==> config.mk <==
export PLATFORM = sky130hd
export DESIGN_NAME = mem_stage
export DESIGN_NICKNAME = d
export VERILOG_FILES = /design/src/rtl/mem_stage_pkg.sv /design/src/rtl/mem_stage_dmem_if_fsm.sv /design/src/rtl/mem_stage.sv
export SDC_FILE = /design/constraint.sdc
export NUM_CORES = 1
export LEC_CHECK = 0
export CORE_ASPECT_RATIO = 1.1
export CORE_MARGIN = 5
export CORE_UTILIZATION = 35
export DETAILED_ROUTE_END_ITERATION = 10
export PLACE_DENSITY_LB_ADDON = 0.1
export SYNTH_ARGS = -nofsm -noshare
export SYNTH_HDL_FRONTEND = slang
export SYNTH_HIERARCHICAL = 1
export SYNTH_SLANG_ARGS = --single-unit
export TNS_END_PERCENT = 20
==> constraint.sdc <==
create_clock -name clk -period 5.13 [get_ports clk]
set_clock_uncertainty 0.15 [all_clocks]
set_input_delay 1.026 -clock clk [delete_from_list [all_inputs] [get_ports clk]]
set_output_delay 1.026 -clock clk [all_outputs]
set_load 0.005 [all_outputs]
==> src/rtl/mem_stage_pkg.sv <==
// mem_stage_pkg: shared state encoding, timeout default and pipeline register types
package mem_stage_pkg;
  localparam int DEFAULT_TIMEOUT = 16;
  typedef enum logic [1:0] {IDLE, ADDR, RESP} mem_state_e;
  typedef struct packed {
    logic [31:0] pc;
    logic [31:0] addr;
    logic [31:0] wdata;
    logic [4:0]  rd;
    logic        we;
    logic        mem_to_reg;
    logic        reg_write;
  } hold_t;
  typedef struct packed {
    logic [31:0] pc;
    logic [31:0] alu;
    logic [31:0] rdata;
    logic [4:0]  rd;
    logic        mem_to_reg;
    logic        reg_write;
    logic        en;
  } wb_t;
endpackage

==> src/rtl/mem_stage_dmem_if_fsm.sv <==
// dmem_if_fsm: data bus handshake sequencer with transaction timeout
module dmem_if_fsm
  import mem_stage_pkg::*;
#(
  parameter int TIMEOUT_CYCLES = DEFAULT_TIMEOUT
) (
  input  logic       clk,
  input  logic       reset_n,
  input  logic       start,
  input  logic       bad,
  input  logic       is_write,
  input  logic       dmem_gnt,
  input  logic       dmem_rvalid,
  output mem_state_e state,
  output logic       done,
  output logic       mem_fault
);
  localparam int CW = $clog2(TIMEOUT_CYCLES + 1);
  logic [CW-1:0] cnt;
  logic          timeout;
  always_comb begin
    done = (state == ADDR && dmem_gnt && is_write) || (state == RESP && dmem_rvalid);
    timeout = state != IDLE && !done && cnt == CW'(TIMEOUT_CYCLES - 1);
  end
  always_ff @(posedge clk or negedge reset_n)
    if (!reset_n) begin
      state <= IDLE;
      cnt <= '0;
      mem_fault <= 1'b0;
    end else begin
      mem_fault <= bad || timeout;
      state <= start ? ADDR : (done || timeout) ? IDLE : (state == ADDR && dmem_gnt) ? RESP : state;
      cnt <= (state == IDLE || done || timeout) ? '0 : cnt + 1'b1;
    end
endmodule

==> src/rtl/mem_stage.sv <==
// mem_stage: pipeline memory stage with bus handshake, timeout and MEM/WB register
module mem_stage
  import mem_stage_pkg::*;
#(
  parameter int TIMEOUT_CYCLES = DEFAULT_TIMEOUT
) (
  input  logic        clk,
  input  logic        reset_n,
  input  logic        combined_stall,
  input  logic        EX_MEM_enable_out,
  input  logic [31:0] EX_MEM_PC,
  input  logic [31:0] EX_MEM_ALUResult,
  input  logic [31:0] EX_MEM_WriteData,
  input  logic [4:0]  EX_MEM_Rd,
  input  logic        EX_MEM_MemRead,
  input  logic        EX_MEM_MemWrite,
  input  logic        EX_MEM_MemToReg,
  input  logic        EX_MEM_RegWrite,
  output logic        dmem_req,
  output logic        dmem_we,
  output logic [31:0] dmem_addr,
  output logic [31:0] dmem_wdata,
  input  logic        dmem_gnt,
  input  logic        dmem_rvalid,
  input  logic [31:0] dmem_rdata,
  output logic        mem_stall,
  output logic        mem_fault,
  output logic [31:0] MEM_WB_PC,
  output logic [31:0] MEM_WB_ALUResult,
  output logic [31:0] MEM_WB_ReadData,
  output logic [4:0]  MEM_WB_Rd,
  output logic        MEM_WB_MemToReg,
  output logic        MEM_WB_RegWrite,
  output logic        MEM_WB_enable_out
);
  mem_state_e state;
  hold_t      hold;
  wb_t        wb_d, wb_q;
  logic       accept, mem_op, misaligned, start, bad, done;
  dmem_if_fsm #(.TIMEOUT_CYCLES(TIMEOUT_CYCLES)) u_fsm (
    .clk(clk),
    .reset_n(reset_n),
    .start(start),
    .bad(bad),
    .is_write(hold.we),
    .dmem_gnt(dmem_gnt),
    .dmem_rvalid(dmem_rvalid),
    .state(state),
    .done(done),
    .mem_fault(mem_fault)
  );
  always_comb begin
    accept = state == IDLE && EX_MEM_enable_out && !combined_stall;
    mem_op = EX_MEM_MemRead || EX_MEM_MemWrite;
    misaligned = |EX_MEM_ALUResult[1:0];
    start = accept && mem_op && !misaligned;
    bad = accept && mem_op && misaligned;
    wb_d = (accept && !mem_op) ?
             wb_t'{EX_MEM_PC, EX_MEM_ALUResult, 32'd0, EX_MEM_Rd, EX_MEM_MemToReg, EX_MEM_RegWrite, 1'b1} :
           done ?
             wb_t'{hold.pc, hold.addr, state == RESP ? dmem_rdata : 32'd0, hold.rd, hold.mem_to_reg, hold.reg_write, 1'b1} :
             '0;
  end
  always_ff @(posedge clk or negedge reset_n)
    if (!reset_n) begin
      hold <= '0;
      wb_q <= '0;
    end else begin
      wb_q <= wb_d;
      if (start) hold <= hold_t'{EX_MEM_PC, EX_MEM_ALUResult, EX_MEM_WriteData, EX_MEM_Rd,
                                 EX_MEM_MemWrite, EX_MEM_MemToReg, EX_MEM_RegWrite};
    end
  assign dmem_req = state == ADDR;
  assign dmem_we = dmem_req && hold.we;
  assign dmem_addr = hold.addr;
  assign dmem_wdata = hold.wdata;
  assign mem_stall = state != IDLE;
  assign MEM_WB_PC = wb_q.pc;
  assign MEM_WB_ALUResult = wb_q.alu;
  assign MEM_WB_ReadData = wb_q.rdata;
  assign MEM_WB_Rd = wb_q.rd;
  assign MEM_WB_MemToReg = wb_q.mem_to_reg;
  assign MEM_WB_RegWrite = wb_q.reg_write;
  assign MEM_WB_enable_out = wb_q.en;
endmodule

### After elaboration in Yosys (flattened, before gate mapping)

Index checks and enable logic that the tools add are counted.

| cells by class | value |
|---|---|
| multiplexer cells | 7 |
| reduce and logical (&&, ||, !) cells | 26 |
| $add $sub $neg | 1 |
| equality and inequality tests | 3 |

Operators with widths:

| operator | number |
|---|---|
| $mux W104 | 2 |
| $mux W32 | 1 |
| $logic_and A1 B1 Y1 | 12 |
| $logic_or A1 B1 Y1 | 6 |
| $mux W2 | 3 |
| $add A5 B1 Y5 const B | 1 |
| $eq A5 B4 Y1 const B | 1 |
| $mux W5 | 1 |
| $logic_not A1 Y1 | 4 |
| $reduce_bool A3 Y1 | 1 |
| $eq A2 B1 Y1 const B | 1 |
| $eq A2 B2 Y1 const B | 1 |
| $logic_not A2 Y1 | 1 |
| $reduce_bool A2 Y1 | 1 |
| $reduce_or A2 Y1 | 1 |

| word-level totals | value |
|---|---|
| logic and storage cells | 54 |
| bits in registers | 216 |
| input bits | 143 |

### Logic depth before layout (Yosys ltp)

| depth | value |
|---|---|
| word-level depth | 10 |
| depth in mapped cells | 7 |
| depth with buffers taken out | 5 |

### Hierarchy

Netlist, hierarchy kept.

Modules (own cells, without submodules):

| module | times used | cells an instance | area each (um^2) |
|---|---|---|---|
| mem_stage | 1 | 679 | 8510.7 |
| dmem_if_fsm | 1 | 33 | 382.9 |

### Worst setup path before layout

No wires, ideal clock.

| timing | value |
|---|---|
| path type | input port to flip-flop |
| start point | input combined_stall |
| end point | register hold (netlist bit dmem_addr[15]) |
| data arrival time | 2.197 ns |
| buffers on the path | 3 |
| data required time | 4.855 ns |
| slack | 2.658 ns |
| stages on the path | 6 |
| path through | nor4b_2 > buf_4 > nand3b_2 > buf_6 > buf_6 > mux2_4 |

| between the ends | value |
|---|---|
| cells in the longest elaborated chain, start to end | 4 |

Ends and longest elaborated chain:

| element | line | RTL |
|---|---|---|
| start, declared | mem_stage.sv:9 | `input logic combined_stall,` |
| $logic_not A1 Y1 | mem_stage.sv:53 | `accept = state == IDLE && EX_MEM_enable_out && !combined_stall;` |
| $logic_and A1 B1 Y1 | mem_stage.sv:53 |  |
| $logic_and A1 B1 Y1 (2 in a row) | mem_stage.sv:56 | `start = accept && mem_op && !misaligned;` |
| end signal, assigned | mem_stage.sv:70 | `if (start) hold <= hold_t'{EX_MEM_PC, EX_MEM_ALUResult, EX_MEM_WriteData, EX_MEM_Rd,` |
| end, declared | mem_stage.sv:37 | `hold_t hold;` |

Every way passes these cells.
A chain may end at the register's enable or synchronous reset.

### Final worst setup path

| timing | value |
|---|---|
| start point | input combined_stall |
| end point | register hold[0] (netlist name) |

Same word-level chain as after synthesis.

==> results.py <==
metrics = {
    "status": {
        "outcome": "finished clean",
    },
    "setup_path": {
        "critPathCaptureType": "flop",
        "path_max_fanout": 38,
        "critPathLaunchType": "primary input",
        "crit_type": "primary input to flop",
        "worstPathRequired_ns": 5.37,
        "arrival_ns": 3.43,
    },
    "floorplanning": {
        "rows": 61,
        "die-area_um2": 28700,
        "dieHeight_um": 177,
        "start_util": 0.353,
        "ioPinCount": 315,
        "die_w_um": 162,
        "coreArea_um2": 25200,
    },
    "logic_synthesis": {
        "yosysTopAreaCell": "dfrtp_1",
        "synth-seq-cells": 216,
        "async_reset_ff_frac": 1.00,
        "yosysSeqAreaShare": 0.608,
        "ys_warn_count": 6,
        "netlist_area_um2": 8890,
        "synthCells": 712,
        "synth_cell_types": 33,
        "synth-edff-count": 0,
        "synth_top_area_share": 0.608,
        "synthTopCellsByArea": "dfrtp_1 (61%), mux2_4 (7.9%), mux2_2 (7.0%)",
        "synth_flop_cell": "dfrtp_1",
        "syn_area_per_cell_um2": 12.5,
        "syn_nets": 857,
    },
    "placed_design": {
        "hpwl_um": 15700,
        "io_buffer_count": 314,
        "place_congestion": 0.738,
    },
    "timing": {
        "rsz0062_at_grt": "no",
        "min_period_ns": 3.18,
        "setup_viol": 0,
        "drv_slew": 0,
        "hold_violations": 0,
        "tightest_slew_ns": 0.935,
        "fmax_mhz": 314,
        "slew_headroom": 0.376,
        "setup_tns_ns": 0,
        "fin_crit_sh": 0.620,
    },
    "power_and_ir_drop": {
        "comb_power_share": 0.280,
        "internal-power_w": 0.00438,
        "seqPwrFrac": 0.417,
        "power_density_nw_per_um2": 464,
        "clockPowerShare": 0.303,
        "p_sw_w": 0.00151,
        "sw_frac_of_total": 0.256,
        "power_w": 0.00589,
        "cellLeakagePower_nw": 5.61,
        "ir_drop_mv": 0.291,
    },
    "global_routing": {
        "grt_usage": 0.164,
        "antenna_found_initial": 0,
        "grt_first_pass_wirelength_um": 37500,
        "grt_pass1_vias": 6318,
        "grt_max_degree": 118,
        "overflow": 0,
    },
    "finish": {
        "drive_above_1_share": 0.164,
        "final_common_cell": "clkdlybuf4s50_1",
        "fin_nets": 1098,
        "area_growth_syn_to_layout_pct": 42.8,
        "n_antenna_cell": 0,
        "final_cell_mix": "clkdlybuf4s50_1 (313), dfrtp_1 (216), nand3_1 (73), o21ai_0 (73), nand2_1 (72)",
    },
    "clock_tree": {
        "cts_resized": 0,
        "cts_buffers": 24,
        "cts_setup_buffers": 0,
        "clock_latency_ns": 0.51,
        "cts_hold_buf": 0,
        "cts.sinks": 216,
        "cts_tree": "yes",
        "h-tree-depth": 1,
        "root_buffer": "clkbuf_16",
        "cts_buffer_depth": 3,
        "path_clk_slew_ns": 0.06,
    },
    "drt": {
        "routed_via_density": 4.73,
        "drc": 0,
        "antenna_left": 0,
        "dr.first_iter.drc_count": 294,
        "wire_per_inst_um": 18.9,
        "drt_pass1_iterations": 4,
        "routed_wl_um": 24300,
        "vias": 6089,
    },
    "job": {
        "maxCapViolCount": 0,
    },
    "hold_path": {
        "worstHoldPathType": "flop to flop",
    },
}
[stage by stage]
stage | setup WS (ns) | hold WS (ns) | instance area [µm²] | std cells | util
2_1_floorplan | 2.66 | 0.288 | 8890 | 712 | -
3_3_place_gp | 1.39 | 0.308 | 11900 | 1242 | 0.471
3_5_place_dp | 1.39 | 0.316 | 11900 | 1242 | 0.471
4_1_cts | 1.93 | 0.324 | 12700 | 1286 | 0.504
5_1_grt | 1.83 | 0.359 | 12700 | 1286 | 0.504
6_report | 1.95 | 0.321 | 12700 | 1286 | 0.504
[cells in the mapped netlist (2+ instances only)]
library cell and count:
nor2_1 3, clkbuf_1 33, or2_2 2, buf_2 5, dfrtp_1 216, nor3_1 4, nand3_1 73, inv_1 3
mux2_2 55, ha_1 2, and2_1 36, o21ai_0 73, mux2_4 47, nand2_1 72, buf_6 6, buf_4 65
[area by class of cell]
type	count	area, µm²
fill	2209	12500
sequential	216	5410
clock buffer	39	717
inverter	3	11.3
clock inverter	5	111
timing repair buffer	325	3260
multi-input combinational	383	2800
tap	315	394
[sequential cells by signal, summed over array words and instances, names as in the netlist]
name,flops
dmem_addr,32
MEM_WB_enable_out,1
MEM_WB_ReadData,32
MEM_WB_PC,32
u_fsm/mem_fault,1
MEM_WB_ALUResult,32
MEM_WB_MemToReg,1
u_fsm/cnt,5
MEM_WB_Rd,5
dmem_wdata,32
hold,40
MEM_WB_RegWrite,1
u_fsm/state,2
[critical path, cell delays in order]
cell             delay [ns]
clkdlybuf4s50_1        0.45
nor4b_4                0.40
nand3b_4               0.62
buf_12                 0.43
buf_4                  0.20
mux2_2                 0.28
[path summary, 6_finish.rpt]
| path | startpoint | end | depth (start not counted) | slack, ns |
|---|---|---|---|---|
| worst max-delay path | combined_stall | hold[0] | 6 | 1.95 |
| max in group asynchronous | reset_n | MEM_WB_PC[27] | 2 | 3.30 |
| min in group asynchronous | reset_n | MEM_WB_ReadData[12] | 1 | 0.39 |
| worst min-delay path | u_fsm/cnt[0] | u_fsm/cnt[0] | 1 | 0.32 |
| worst max register to register | u_fsm/state[0] | hold[0] | 5 | 2.40 |
| worst min register to register | u_fsm/cnt[0] | u_fsm/cnt[0] | 1 | 0.32 |
[metal layers]
metal  vias up  GRT usage  part of all wire
li1       2819          -                 -
met1      2994      0.212              0.41
met2       238      0.264              0.47
met3        38     0.0540             0.089
met4         0     0.0472             0.023
met5         -          0                 0
[cells by family after synthesis]
logic type	share of synthesized area
compound gates	0.0443
xor+xnor	0.00197
fa+ha+maj	0.00281
buf+inv	0.0810
flops	0.608
mux	0.151
simple gates	0.112
[power by group through the flow]
| stage | clock (W) | sequential (W) | combinational, W |
|---|---|---|---|
| 2_1_floorplan | 0 | 0.00242 | 0.000976 |
| 3_3_place_gp | 0 | 0.00248 | 0.00166 |
| 3_5_place_dp | 0 | 0.00248 | 0.00168 |
| 4_1_cts | 0.00186 | 0.00246 | 0.00169 |
| 5_1_grt | 0.00193 | 0.00252 | 0.00179 |
| 6_report | 0.00179 | 0.00245 | 0.00165 |
Note: power is estimated with default switching activity, not from simulation.
==> patch (same flow settings) <==
Re-encode `mem_state_e` (3 states) as one-hot, 3 bits wide.
--- a/src/rtl/mem_stage_pkg.sv
+++ b/src/rtl/mem_stage_pkg.sv
@@ -2,5 +2,5 @@
 package mem_stage_pkg;
   localparam int DEFAULT_TIMEOUT = 16;
-  typedef enum logic [1:0] {IDLE, ADDR, RESP} mem_state_e;
+  typedef enum logic [2:0] {IDLE = 3'b001, ADDR = 3'b010, RESP = 3'b100} mem_state_e;
   typedef struct packed {
     logic [31:0] pc;
Behaviour: no difference found for any inputs over 4 cycles, from zero or initial values and one cycle with reset_n low; so few cycles prove little.
==> patch against the original RTL <==
- synthesized area grew 4.1%
- cell area grew 4.0%
- wire length shrank 8.9%
- setup slack lost 0.19 ns
- power grew 0.54%
- sequential cell count grew 1
- die area grew 3.9%
- first-iteration DRC count shrank 8.8%
- hold slack gained 0.015 ns
- final cell count grew 4.1%
==> patch: results (changes against the original RTL) <==
\begin{tabular}{lr}
\hline
Metric & Value \\
\hline
\multicolumn{2}{l}{\textbf{Outcome}} \\
\quad Run status & finished, final reports clean (unchanged) \\
\multicolumn{2}{l}{\textbf{Synth}} \\
\quad Synth area leaders & dfrtp\_1 58\%, mux2\_4 9.2\%, mux2i\_1 7.7\% (was dfrtp\_1 61\%, mux2\_4 7.9\%, mux2\_2 7.0\%) \\
\quad Fraction of the mapped netlist area in compound gates & 0.865\% (was 4.43\%) \\
\quad Most used standard cells in the synthesized netlist & 216 x dfrtp\_1, 78 x inv\_1, 73 x nand2\_1 (was 216 x dfrtp\_1, 73 x nand3\_1, 73 x o21ai\_0) \\
\quad Portion of the post-synthesis area used by sequential elements & 58.7\% (was 60.8\%) \\
\quad Mapped Nets & 853 (was 857) \\
\quad Number of distinct standard cells referenced by the synthesized netlist & 40 (was 33) \\
\quad Share of the synthesized netlist area taken by xor and xnor gates & 0.189\% (was 0.197\%) \\
\quad Adder-cell share of the synthesized area & 0.270\% (was 0.281\%) \\
\quad Multiplexer area fraction after synthesis & 22.3\% (was 15.1\%) \\
\multicolumn{2}{l}{\textbf{Route}} \\
\quad Routed vias & 5,823 (was 6,089) \\
\quad Met3 wirelength from detailed routing & 2150 um (was 2170 um) \\
\quad Post-DR wirelength/cell & 16.6 um (was 18.9 um) \\
\quad First-iteration detailed-routing DRC count & 268 (was 294) \\
\quad Detailed-routed wire length on met2 & 10,600 um (was 11,600 um) \\
\quad Wire length on met1 & 8820 um (was 10,100 um) \\
\multicolumn{2}{l}{\textbf{GRT}} \\
\quad Wire length of the first global-routing pass & 34,500 um (was 37,500 um) \\
\quad Largest net degree at the start of global routing & 95 (was 118) \\
\quad Met3 Track Usage GR & 5.06\% (was 5.40\%) \\
\quad Number of global-route vias before repair & 6,139 (was 6,318) \\
\quad Routing usage on met1 & 18.1\% (was 21.2\%) \\
\quad Overall Global Routing Usage & 14.5\% (was 16.4\%) \\
\multicolumn{2}{l}{\textbf{Setup path}} \\
\quad Critical-path top delay cell & dfstp\_2 (was nand3b\_4) \\
\quad Length in cells of the worst reg-to-reg path & 4 (was 5) \\
\quad Crit-path leading delay family & flip-flops (was buffers and inverters) \\
\quad Worst-path fanout max & 10 (was 38) \\
\quad CP Data Arrival Time & 2.19 ns (was 3.43 ns) \\
\multicolumn{2}{l}{\textbf{Cells and area}} \\
\quad Final instance count without filler cells & 1,339 (was 1,286) \\
\quad Share of layout cells above drive strength 1 & 17.0\% (was 16.4\%) \\
\quad Net total in the final layout & 1,112 (was 1,098) \\
\multicolumn{2}{l}{\textbf{Placement}} \\
\quad Pre-CTS worst setup slack & 1.54 ns (was 1.39 ns) \\
\quad Detailed-placement wirelength estimate & 15,200 um (was 15,700 um) \\
\multicolumn{2}{l}{\textbf{Power and ir drop}} \\
\quad Peak supply drop & 335 uV (was 291 uV) \\
\multicolumn{2}{l}{\textbf{Clocking}} \\
\quad Num CTS Buffers & 26 (was 24) \\
\hline
\end{tabular}
## patch: cell types whose count changed after synthesis, moves of 2 or more
cell	delta
nor3_1	-3
mux2_4	+10
nand3b_1	+4
mux2i_1	+71
nand4b_1	+2
nor4_1	+4
mux2_2	-11
o21ai_0	-73
inv_1	+75
nand3_1	-70
clkbuf_1	-21
or2_2	-2
buf_2	+6
## patch: path summary, 6_finish.rpt
check / from / endpoint / slack [ns]
max: u_fsm/state[0]$_DFFE_PN1P_ / mem_stall / 1.76
min: u_fsm/cnt[0]$_DFF_PN0_ / u_fsm/cnt[0]$_DFF_PN0_ / 0.34
max reg2reg: u_fsm/state[0]$_DFFE_PN1P_ / MEM_WB_ALUResult[6]$_DFF_PN0_ / 2.13
min reg2reg: u_fsm/cnt[0]$_DFF_PN0_ / u_fsm/cnt[0]$_DFF_PN0_ / 0.34
max in group asynchronous: reset_n / dmem_addr[20]$_DFFE_PN0P_ / 3.34
min in group asynchronous: reset_n / MEM_WB_ReadData[6]$_DFF_PN0_ / 0.36
## patch: where the power goes
group	total [mW]	internal, mW	leakage [nW]	switching, mW
clock network	1.90	1.18	0.448	0.720
registers	2.47	2.18	2.88	0.289
logic	1.55	1.09	3.38	0.463
## patch: cells by family after synthesis
family                     Yosys count
DFF                                217
buffers and inverters              172
muxes                              172
and+or+nand+nor                    134
AOI/OAI and AO/OA                    9
xor gates and xnor gates             2
adders and majority gates            2
## patch: cell type report
| cell class | count | area, um2 |
|---|---|---|
| tap | 352 | 440 |
| clock inverter | 12 | 141 |
| inverter | 78 | 293 |
| timing repair buffer | 325 | 3240 |
| clock buffer | 36 | 759 |
| sequential | 217 | 5430 |
| multi-input combinational | 319 | 2900 |
| fill | 2359 | 12900 |
